$ cat config.mk
export PLATFORM = sky130hd
export DESIGN_NAME = rsff_req_arbiter
export DESIGN_NICKNAME = d
export VERILOG_FILES = /design/src/rtl/rsff_ctrl_pkg.sv /design/src/rtl/rr_arb2.sv /design/src/rtl/rsff_req_arbiter.sv
export SDC_FILE = /design/constraint.sdc
export NUM_CORES = 1
export LEC_CHECK = 0
export ABC_AREA = 1
export BUFFER_PORTS_ARGS = -buffer_cell sky130_fd_sc_hd__buf_4
export CAP_MARGIN = 10
export CORE_UTILIZATION = 35
export DETAILED_ROUTE_END_ITERATION = 8
export GPL_TIMING_DRIVEN = 0
export PLACE_DENSITY_LB_ADDON = 0.3
export SLEW_MARGIN = 20
export SYNTH_ARGS = -nofsm -noshare
export SYNTH_HDL_FRONTEND = slang
export SYNTH_SLANG_ARGS = --single-unit
$ cat constraint.sdc
create_clock -name clk -period 1.6 [get_ports clk]
set_input_delay 0 -clock clk [delete_from_list [all_inputs] [get_ports clk]]
set_output_delay 0 -clock clk [all_outputs]
set_load 0.01 [all_outputs]
$ cat src/rtl/rsff_ctrl_pkg.sv
`default_nettype none
// ============================================================================
// rsff_ctrl_pkg : shared state and operation encodings for the RS-FF arbiter
// Revision: 1.0
// ============================================================================
package rsff_ctrl_pkg;

  typedef enum logic [1:0] {
    ST_IDLE    = 2'd0,
    ST_DRIVE   = 2'd1,
    ST_RECOVER = 2'd2,
    ST_CHECK   = 2'd3
  } state_t;

  localparam logic OP_RESET = 1'b0;
  localparam logic OP_SET   = 1'b1;

endpackage
`default_nettype wire

$ cat src/rtl/rr_arb2.sv
`default_nettype none
// ============================================================================
// rr_arb2 : combinational 2-way round-robin arbiter; pointer register is external
// Revision: 1.0
// ============================================================================
module rr_arb2 (
  input  logic [1:0] req,
  input  logic       ptr,
  output logic [1:0] grant,
  output logic       ptr_next
);

  always_comb begin
    grant    = 2'b00;
    ptr_next = ptr;
    case (req)
      2'b01:   grant = 2'b01;
      2'b10:   grant = 2'b10;
      2'b11:   grant = ptr ? 2'b10 : 2'b01;
      default: grant = 2'b00;
    endcase
    // The pointer always moves to the requester that did not just win.
    if (|req) ptr_next = ~grant[1];
  end

endmodule
`default_nettype wire

$ cat src/rtl/rsff_req_arbiter.sv
`default_nettype none
// ============================================================================
// rsff_req_arbiter : shares one clocked RS flip-flop between two requesters
// Revision: 1.0
// ============================================================================
module rsff_req_arbiter
  import rsff_ctrl_pkg::*;
#(
  parameter int PULSE_W = 2,
  parameter int GAP_W   = 1,
  parameter int CNT_W   = 4
) (
  input  logic       clk,
  input  logic       rst,
  input  logic [1:0] req,
  input  logic [1:0] op,
  input  logic       Q,
  input  logic       nQ,
  output logic       S,
  output logic       R,
  output logic [1:0] gnt,
  output logic       done,
  output logic       err,
  output logic       busy
);

  localparam bit              HAS_GAP  = (GAP_W > 0);
  localparam logic [CNT_W-1:0] PULSE_LD = CNT_W'(PULSE_W - 1);
  localparam logic [CNT_W-1:0] GAP_LD   = (GAP_W > 0) ? CNT_W'(GAP_W - 1) : '0;

  state_t           state, state_n;
  logic [CNT_W-1:0] cnt, cnt_n;
  logic             ptr, ptr_n;
  logic             op_lat, op_lat_n;
  logic             s_n, r_n, done_n, err_n, busy_n;
  logic [1:0]       gnt_n;
  logic [1:0]       arb_gnt;
  logic             arb_ptr;
  logic             win_op;
  logic             check_err;

  rr_arb2 u_arb (
    .req      (req),
    .ptr      (ptr),
    .grant    (arb_gnt),
    .ptr_next (arb_ptr)
  );

  assign win_op    = arb_gnt[1] ? op[1] : op[0];
  assign check_err = (Q != op_lat) | (Q == nQ);

  always_comb begin
    state_n  = state;
    cnt_n    = cnt;
    ptr_n    = ptr;
    op_lat_n = op_lat;
    s_n      = S;
    r_n      = R;
    gnt_n    = gnt;
    done_n   = 1'b0;
    err_n    = 1'b0;
    case (state)
      ST_IDLE: begin
        if (|req) begin
          state_n  = ST_DRIVE;
          gnt_n    = arb_gnt;
          ptr_n    = arb_ptr;
          op_lat_n = win_op;
          s_n      = (win_op == OP_SET);
          r_n      = (win_op == OP_RESET);
          cnt_n    = PULSE_LD;
        end
      end
      ST_DRIVE: begin
        if (cnt == '0) begin
          s_n = 1'b0;
          r_n = 1'b0;
          if (HAS_GAP) begin
            state_n = ST_RECOVER;
            cnt_n   = GAP_LD;
          end else begin
            state_n = ST_CHECK;
            done_n  = 1'b1;
            err_n   = check_err;
          end
        end else begin
          cnt_n = cnt - CNT_W'(1);
        end
      end
      ST_RECOVER: begin
        if (cnt == '0) begin
          state_n = ST_CHECK;
          done_n  = 1'b1;
          err_n   = check_err;
        end else begin
          cnt_n = cnt - CNT_W'(1);
        end
      end
      ST_CHECK: begin
        state_n = ST_IDLE;
        gnt_n   = 2'b00;
      end
      default: begin
        state_n = ST_IDLE;
        gnt_n   = 2'b00;
        s_n     = 1'b0;
        r_n     = 1'b0;
      end
    endcase
    busy_n = (state_n != ST_IDLE);
  end

  // Asynchronous reset drops S/R immediately and abandons any operation.
  always_ff @(posedge clk or posedge rst) begin
    if (rst) begin
      state  <= ST_IDLE;
      cnt    <= '0;
      ptr    <= 1'b0;
      op_lat <= OP_RESET;
      S      <= 1'b0;
      R      <= 1'b0;
      gnt    <= 2'b00;
      done   <= 1'b0;
      err    <= 1'b0;
      busy   <= 1'b0;
    end else begin
      state  <= state_n;
      cnt    <= cnt_n;
      ptr    <= ptr_n;
      op_lat <= op_lat_n;
      S      <= s_n;
      R      <= r_n;
      gnt    <= gnt_n;
      done   <= done_n;
      err    <= err_n;
      busy   <= busy_n;
    end
  end

endmodule
`default_nettype wire

==> metrics.yaml <==
synth_most_common_cell: "nand2_1"
cts_buffer_depth: 2
cts_buffers: 3
synth_seq_cells: 15
grt_usage_pct: 16.31
dp_hpwl_um: 1346
syn_area_um2: 877.1
clkSlewWorstSetupHoldPaths_ps: 90
drive_above_1_share_pct: 19.40
cp.required_ps: 1780
power.density_nw_per_um2: 1806
status: "finished, final reports clean"
drc: 0
synth_edf_count: 0
synth_top_area_share_pct: 42.80
hp-class: "in2reg"
slew-limit-headroom_pct: 60.94
drtAntennaViolNets: 0
antenna_found_initial: 0
grt_pass1_vias: 782
async_flop_share_pct: 100.0
rsz0062_at_grt: "false"
crit_path_max_fanout: 6
grt_start_max_net_pins: 16
hold_slack_ps: 24.87
numPortBuffers: 14
synth_common_cells: "nand2_1 (36), inv_1 (19), dfrtp_1 (15)"
setup_viol: 0
synthesis.nets: 127
routedWlPerCell_um: 11.39
die_h_um: 52.06
skew_ps: 8.014
grt_overflow_total: 0
crit_arrival_ps: 1650
floorplan.rows: 17
p_leak_nw: 0.6071
seq_area_frac_synth_pct: 42.80
endpoint_kind: "flip-flop"
drv_cap: 0
fin_crit_ps: 1469
ys_warn_count: 0
gp_congestion: 0.7538
cts.sinks: 15
cts_tree: "built"
worstMarginPinSlew_ps: 585.2
syn_avg_cell_area_um2: 7.762
synth_area_leaders: "dfrtp_1 (43%), nand2_1 (15%), ha_1 (8.6%)"
post_cts_buffers: 0
worstSetupStartpointType: "flip-flop"
antenna-diode-count: 0
insertion_delay_ps: 290
vias: 773
min_period_over_period_pct: 91.81
yosys.cell_types.count: 20
hold_viol_final: 0
core_um2: 2297
root_buffer: "clkbuf_4"
syn_inst: 113
areaGrowthSynthToFinish_pct: 22.40
synth_top_cell_by_area: "dfrtp_1"
fin_ws_ps: 131.1
first_iter_violations: 12
routed_wl_um: 1845
ios: 15
synth-main-ff-cell: "dfrtp_1"
clock_tree.htree_level_count: 1
dieWidth_um: 52.06
initial_core_util_pct: 38.18
ir_worst_vdd_v: 0.0007686
final-max-slew-violation-count: 0
max_freq_mhz: 680.8
die_area_um2: 2710
post_drt_via_cell_ratio: 4.772
nets: 149
finalSetupTns_ps: 0
grt_pass1_wl_um: 3187
dp_slack_ps: 184.1
firstDrtPassIters: 4
critPathKind: "reg2reg"
## metal layers
| layer | global-route usage, % | vias to the layer above | part of all wire (%) |
|---|---|---|---|
| met3 | 3.216 | 7 | 3.5 |
| li1 | - | 397 | - |
| met4 | 9.009 | 0 | 2.7 |
| met2 | 27.78 | 13 | 50 |
| met5 | 0 | - | 0 |
| met1 | 18.85 | 356 | 44 |
## state kept, by name (all words and copies together), names as in the netlist
signal,count
state,2
S,1
busy,1
cnt,4
ptr,1
R,1
op_lat,1
gnt,2
err,1
done,1
## final cells by class
cell class                 instances  area, um^2
inverter                          20       75.07
sequential                        15       375.4
timing repair buffer              17       135.1
multi-input combinational         78       426.7
tap                               28       35.03
clock buffer                       4       26.28
fill                             238        1224
## stage by stage
| step | cell area [um^2] | total power [W] | cells | utilization, % |
|---|---|---|---|---|
| floorplan | 877.1 | 0.001426 | 113 | - |
| global placement | 1017 | 0.001682 | 155 | 44.28 |
| detailed placement | 1017 | 0.001719 | 155 | 44.28 |
| CTS | 1074 | 0.001953 | 162 | 46.73 |
| global route | 1074 | 0.002164 | 162 | 46.73 |
| finish | 1074 | 0.001939 | 162 | 46.73 |
## where the power goes
part           leakage [nW]  internal (W)  switching [W]
clock                0.0150     0.0000969       0.000123
combinational         0.400      0.000426       0.000661
sequential            0.192      0.000534      0.0000991
total                 0.607       0.00106       0.000883
## layout by cell type, fill, tap and decap left out, types with 2 or more instances in the layout
cell type / Yosys / routed
o21ai_0: 2 / 2
o21ai_2: 2 / 2
o211ai_1: 2 / 2
o21ai_1: 3 / 3
nand2_1: 36 / 36
inv_1: 19 / 19
dlygate4sd3_1: 0 / 3
ha_1: 6 / 6
dfrtp_1: 15 / 15
nand3_1: 9 / 9
a21oi_1: 2 / 2
clkbuf_4: 0 / 3
nand2_2: 2 / 2
nor2_1: 7 / 7
buf_4: 0 / 14
## what timing repair did
item	4_1_cts	5_1_grt
gates resized for setup	0	0
setup endpoints to repair	0	0
hold buffers	3	0
endpoints found under the hold margin	17	0
## worst paths after layout
kind	startpoint	to	slack, ps	cells past startpoint
worst max-delay path	state[1]$_DFF_PP0_	busy$_DFF_PP0_	130	7
worst min-delay path	Q	err$_DFF_PP0_	20	3
worst max register to register	state[1]$_DFF_PP0_	busy$_DFF_PP0_	130	7
worst min register to register	cnt[0]$_DFFE_PP0P_	cnt[0]$_DFFE_PP0P_	480	2
max in group asynchronous	rst	cnt[0]$_DFFE_PP0P_	890	3
min in group asynchronous	rst	op_lat$_DFFE_PP0P_	320	3
## cells by family (layout without fill, tap and decap cells)
kind of cell | count (synthesis) | in the layout | synth area share [%]
AO/OA/AOI/OAI | 13 | 13 | 9.273
adder cells (fa/ha/maj) | 6 | 6 | 8.559
buffers and inverters | 20 | 41 | 8.559
flip-flops | 15 | 15 | 42.80
AND/OR/NAND/NOR | 59 | 59 | 30.81
## worst max-delay path, stage by stage, from the launching register on
cell	delay (ps)
dfrtp_1	430
inv_1	120
ha_1	310
inv_1	140
nand3_1	100
nand3_1	70
nand2_1	120
nand3_1	80
No activity file was read; power rests on OpenSTA's default activity.
